[src/rtl/mips_cpu_branch_delay.sv]
// Branch-delay-slot sequencer: captures a taken branch/jump target, counts the
// retired delay-slot instructions, then holds a redirect request until it is acknowledged.
module mips_cpu_branch_delay #(
  parameter int ADDR_WIDTH  = 32,
  parameter int DELAY_SLOTS = 1
) (
  input  logic                  clk,
  input  logic                  reset,
  input  logic                  branch_taken,
  input  logic [ADDR_WIDTH-1:0] branch_target,
  input  logic                  jump,
  input  logic [ADDR_WIDTH-1:0] jump_target,
  input  logic                  instr_done,
  input  logic                  flush,
  input  logic                  redirect_ack,
  output logic                  redirect_valid,
  output logic [ADDR_WIDTH-1:0] redirect_address,
  output logic                  pending,
  output logic [2:0]            slots_left,
  output logic                  slot_violation
);

  typedef enum logic [1:0] {IDLE, ARMED, REDIRECT} state_e;

  localparam logic [2:0] SLOTS_INIT = 3'(DELAY_SLOTS);

  state_e                state_q, state_d;
  logic [2:0]            slots_q, slots_d;
  logic [ADDR_WIDTH-1:0] addr_q, addr_d;
  logic                  viol_q, viol_d;

  logic                  req;
  logic [ADDR_WIDTH-1:0] req_tgt;

  assign req     = branch_taken | jump;
  assign req_tgt = jump ? jump_target : branch_target;

  always_comb begin
    state_d = state_q;
    slots_d = slots_q;
    addr_d  = addr_q;
    viol_d  = 1'b0;
    if (flush) begin
      state_d = IDLE;
      slots_d = 3'd0;
    end else begin
      case (state_q)
        IDLE: begin
          if (req) begin
            state_d = ARMED;
            slots_d = SLOTS_INIT;
            addr_d  = req_tgt;
            viol_d  = branch_taken & jump;
          end
        end
        ARMED: begin
          // Any request here is a branch sitting in a delay slot: drop it.
          viol_d = req;
          if (instr_done && slots_q != 3'd0) begin
            slots_d = slots_q - 3'd1;
            if (slots_q == 3'd1) state_d = REDIRECT;
          end
        end
        REDIRECT: begin
          if (redirect_ack) begin
            if (req) begin
              state_d = ARMED;
              slots_d = SLOTS_INIT;
              addr_d  = req_tgt;
              viol_d  = branch_taken & jump;
            end else begin
              state_d = IDLE;
            end
          end else begin
            viol_d = req;
          end
        end
        default: begin
          state_d = IDLE;
          slots_d = 3'd0;
        end
      endcase
    end
  end

  always_ff @(posedge clk) begin
    if (reset) begin
      state_q <= IDLE;
      slots_q <= 3'd0;
      addr_q  <= '0;
      viol_q  <= 1'b0;
    end else begin
      state_q <= state_d;
      slots_q <= slots_d;
      addr_q  <= addr_d;
      viol_q  <= viol_d;
    end
  end

  assign redirect_valid   = (state_q == REDIRECT);
  assign pending          = (state_q != IDLE);
  assign redirect_address = addr_q;
  assign slots_left       = slots_q;
  assign slot_violation   = viol_q;

endmodule

[config.mk]
export PLATFORM = sky130hd
export DESIGN_NAME = mips_cpu_branch_delay
export DESIGN_NICKNAME = d
export VERILOG_FILES = /design/src/rtl/mips_cpu_branch_delay.sv
export SDC_FILE = /design/constraint.sdc
export NUM_CORES = 1
export LEC_CHECK = 0
export ABC_CLOCK_PERIOD_IN_PS = 1750
export CAP_MARGIN = 25
export CELL_PAD_IN_SITES_DETAIL_PLACEMENT = 0
export CELL_PAD_IN_SITES_GLOBAL_PLACEMENT = 1
export CORE_MARGIN = 10
export CORE_UTILIZATION = 28
export CTS_CLUSTER_SIZE = 25
export DETAILED_ROUTE_END_ITERATION = 8
export PLACE_DENSITY_LB_ADDON = 0.1
export SYNTH_ARGS = -nofsm -noshare
export SYNTH_HDL_FRONTEND = slang
export SYNTH_SLANG_ARGS = --single-unit
[constraint.sdc]
create_clock -name clk -period 1.75 [get_ports clk]
set_clock_uncertainty 0.15 [all_clocks]
set_input_delay 0.2625 -clock clk [delete_from_list [all_inputs] [get_ports clk]]
set_output_delay 0.2625 -clock clk [all_outputs]
set_load 0.05 [all_outputs]
# Word-level counts from Yosys, hierarchy flattened
# Cells that the tools add are included.
op_classes:
  n_addsub: 1
  eq_ne: 7
  mux: 17
  bitwise: 3
  n_reduce_logical: 9
op_table:
  columns: ["op", "n"]
  rows:
  - ["2-to-1 mux 32 bit", 3]
  - ["one-hot mux 32 bit (2 select lines)", 1]
  - ["2-to-1 mux 3 bit", 3]
  - ["one-hot mux 3 bit (3 select lines)", 1]
  - ["2-to-1 mux 2 bit", 4]
  - ["!= test 2 bit, second input constant", 4]
  - ["one-hot mux 2 bit (3 select lines)", 1]
  - ["AND reduction 4 bit", 1]
  - ["nonzero test 2 bit", 2]
  - ["equality test 3 x 1 -> 1 bit, second input constant", 1]
  - ["2-to-1 mux 1 bit", 3]
  - ["one-hot mux 1 bit (3 select lines)", 1]
  - ["AND reduction 3 bit", 1]
  - ["nonzero test 3 bit", 1]
  - ["subtractor 3 x 1 -> 3 bit, second input constant", 1]
  - ["equality test 2 x 1 -> 1 bit, second input constant", 1]
  - ["equality test 2 bit, second input constant", 1]
  - ["zero test 2 bit", 1]
  - ["AND reduction 2 bit", 1]
  - ["OR reduction 2 bit", 1]
  - ["AND 1 bit", 1]
  - ["logical AND 1 bit", 1]
  - ["inverter 1 bit", 1]
  - ["OR 1 bit", 1]
totals:
  regBits: 38
  in_bits: 71
  out_inout_bits: 38
  elab_cells: 41

# Longest topological paths before layout
depth:
  word_depth: 4
  ltp_mapped: 7
  ltp_nobuf: 6

# Worst setup path before layout
# No wires, ideal clock.
synth_path:
  path_type: "register to register"
  startpoint: "reg slots_q[0], in the netlist slots_left[0]"
  endpoint: "reg slots_q[1], in the netlist slots_left[1]"
  setup_time_ns: 0.074
  arrival_time_ns: 1.722
  required_time_ns: 1.526
  path_slack_ns: -0.196
  stages_incl_launch_ff: 7
  path_buffers: 0
  synth_period_minus_slack_ns: 1.946
  path_cell_list: "dfxtp_1 -> inv_1 -> ha_1 -> inv_1 -> o21ai_0 -> or3_1 -> a31oi_1"
synth_between:
  elab_chain_len: 4
  word_cells_on_any_way: 7
  classes_between: "1 x add/sub; 1 x eq/ne; 2 x mux; 3 x reduce/logical"
synth_lines:
  columns: ["element", "line", "rtl"]
  rows:
  - ["from (decl)", "28", "logic [2:0] slots_q, slots_d;"]
  - ["from (signal assigned)", "94", "slots_q <= slots_d;"]
  - ["parallel branches: the longest is 4 deep, another holds subtractor 3 x 1 -> 3 bit", null, null]
# Several ways; the timed one is not identified. The select of a mux whose other input is x is not followed.
# A chain may end at the register's enable or synchronous reset.

# Worst setup path in the final report
layout_path:
  startpoint: "reg state_q[0]"
  endpoint: "out pending"
layout_between:
  elab_chain_len: 1
layout_lines:
  columns: ["element", "line", "rtl"]
  rows:
  - ["from (decl)", "27", "state_e state_q, state_d;"]
  - ["from (signal assigned)", "93", "state_q <= state_d;"]
  - ["nonzero test 2 bit", "101", "assign pending = (state_q != IDLE);"]
  - ["to (decl)", "18", "output logic pending,"]
# Every way passes these cells.

==> impl_metrics.json <==
{
  "outcome": "complete, no violations",
  "clockBufferDepth": 2,
  "crit_path_max_fanout": 12,
  "syn_to_final_growth_pct": 62.3,
  "die_x_um": 104,
  "met3_usage": 0.0421,
  "drc": 0,
  "die_area_sq_um": 10800,
  "cts.sinks": 38,
  "place.gp.congestion": 0.805,
  "p_leak_nw": 1.32,
  "worst-path-stages": 3,
  "grt_first_pass_wirelength_mm": 9.22,
  "fp-row-count": 30,
  "cts_buffers": 5,
  "synth_nets": 266,
  "clk_pin_slew_ns": 0.08,
  "arrival_ns": 1.24,
  "whs_ns": 0.201,
  "dp_hpwl_mm": 4.70,
  "grt.overflow.total": 0,
  "netlist_area_sq_um": 1970,
  "max_slew_margin": 0.740,
  "num_vias": 1746,
  "layout_commonest_cell": "clkdlybuf4s50_1",
  "die-height_um": 104,
  "timing.final.hold_violations": 0,
  "worstRegToRegCells": 6,
  "wl_per_cell_um": 14.8,
  "layout.nets": 374,
  "synth_cells": 192,
  "drive_above_1_share": 0.319,
  "grt.busiest_layer": "met2",
  "core_area_sq_um": 6830,
  "post-route-period-util": 0.946,
  "reg2reg_from": "slots_left[0]$_SDFFE_PP0P_",
  "cp.required_ns": 1.34,
  "startpoint": "state_q[0]$_SDFFE_PP0P_",
  "fmax_mhz": 604,
  "placed_cells": 389,
  "yosysTopAreaCell": "dfxtp_1",
  "drv_cap": 0,
  "hold_class": "in2reg",
  "timing.critical_path.buf_inv": 2,
  "synth.avg_cell_area_sq_um": 10.3,
  "cts_root_buf": "clkbuf_8",
  "crit_family": "simple AND/OR/NAND/NOR gates",
  "synth_warnings": 0,
  "grt_usage": 0.103,
  "drt_pass1_iterations": 4,
  "synth.area.top_cells": "dfxtp_1 39%, a211oi_2 20%, mux2i_1 16%",
  "worstMarginPinSlew_ns": 0.390,
  "synth_seq_cells": 38,
  "antenna_cells": 0,
  "ir_drop_mv": 0.384,
  "postRouteAntennaNets": 0,
  "cts_tree": "done",
  "postPlaceCellArea_sq_um": 3090,
  "final_cell_mix": "68 x clkdlybuf4s50_1, 43 x buf_4, 36 x dfxtp_1",
  "r2r-end": "slots_left[1]$_SDFFE_PP0P_",
  "first_iter_violations": 26,
  "max_stage_delay_ns": 0.32,
  "rsz0062_at_grt": "false",
  "worst-setup-path-type": "reg2out",
  "period_minus_slack_ns": 1.66,
  "endpoint_kind": "output pin",
  "drv_slew": 0,
  "start_kind": "flip-flop",
  "synth_top_area_share": 0.386,
  "path_cells": "buf_4, or2_2, buf_12",
  "grt_max_degree": 35,
  "ff2ff_setup_slack_ns": 0.16,
  "ios": 109,
  "wirelength_mm": 5.89,
  "setup-violations-final": 0,
  "synth_cell_types": 29,
  "start_util": 0.289,
  "final_cells": 397,
  "grt_antenna_before_repair": 0,
  "post-place-ws_ns": -0.154,
  "routed_via_density": 4.40,
  "final_area_sq_um": 3200,
  "p_per_area_nw_per_um2": 781,
  "h-tree-depth": 2,
  "crit_path_end": "pending",
  "utilization": 0.469,
  "first_global_vias": 1818,
  "ys_seq_area_frac": 0.386,
  "gr-usage-met2": 0.176,
  "port_buffers": 108,
  "worst_slack_ns": 0.0949,
  "post-cts-setup-buffers": 0,
  "cp_slowest_cell": "or2_2",
  "grt_util_met1": 0.116,
  "clock_latency_ns": 0.28
}
[stage by stage]
stage,total power (W),TNS [ns]
floorplan,0.00148,0
global placement,0.00179,-2.91
detailed placement,0.00180,-3.76
CTS,0.00255,0
global route,0.00262,0
finish,0.00250,0
[area by class of cell]
type	instances	area, sq um
Multi-Input combinational cell	133	1080
Fill cell	680	3630
Clock buffer	5	68.8
Sequential cell	38	766
Inverter	4	15.0
Clock inverter	3	40.0
Tap cell	96	120
Timing Repair Buffer	118	1110
[cells in the mapped netlist, drive strengths merged]
cell,instances
dfxtp,38
nor2,35
a211oi,32
mux2i,32
buf,11
clkbuf,6
inv,4
nand2,4
a21oi,3
ha,3
nor2b,3
o21ai,3
or2,3
a31oi,2
nand2b,2
a21o,1
a221oi,1
a2bb2oi,1
and3,1
nand3,1
nand3b,1
nand4,1
nor4,1
o211ai,1
o21bai,1
or3,1
[cell families after synthesis]
| kind of cell | share of synthesized area |
|---|---|
| AOI/OAI and AO/OA | 0.245 |
| adders and majority gates | 0.0190 |
| buffers and inverters | 0.0685 |
| DFF | 0.386 |
| muxes | 0.162 |
| and+or+nand+nor | 0.120 |
[metal layers]
layer,vias to the layer above,part of all wire
met5,-,0
met4,0,0
met3,0,0.070
met2,60,0.49
met1,787,0.44
li1,899,-
[where the power goes]
part,total [W],internal (W),switching [W]
Combinational,0.000808,0.000353,0.000456
Clock,0.000730,0.000420,0.000311
Sequential,0.000962,0.000929,0.0000323
Total,0.00250,0.00170,0.000798
[tightest hold or removal path: stages]
cell and delay [ns]:
buf_2 0.10, or2_2 0.18, a21oi_1 0.05
[state kept, by name (all words and copies together), names as in the netlist]
register	flops
slots_left	3
state_q	2
slot_violation	1
redirect_address	32
[worst min path at each step]
stage / to / depth (start not counted) / startpoint
floorplan: slot_violation$_SDFF_PP0_ / 2 / branch_taken
global placement: slots_left[1]$_SDFFE_PP0P_ / 2 / slots_left[1]$_SDFFE_PP0P_
detailed placement: slots_left[1]$_SDFFE_PP0P_ / 2 / slots_left[1]$_SDFFE_PP0P_
CTS: slot_violation$_SDFF_PP0_ / 3 / reset
global route: slots_left[2]$_SDFFE_PP0P_ / 3 / reset
finish: slot_violation$_SDFF_PP0_ / 3 / reset
[timing repair]
action                                  in CTS  in global routing
endpoints found under the setup margin       0                  1
hold buffers                                 0                  0
gates resized for setup                      0                  1
Power figures use the tool's default switching activity.
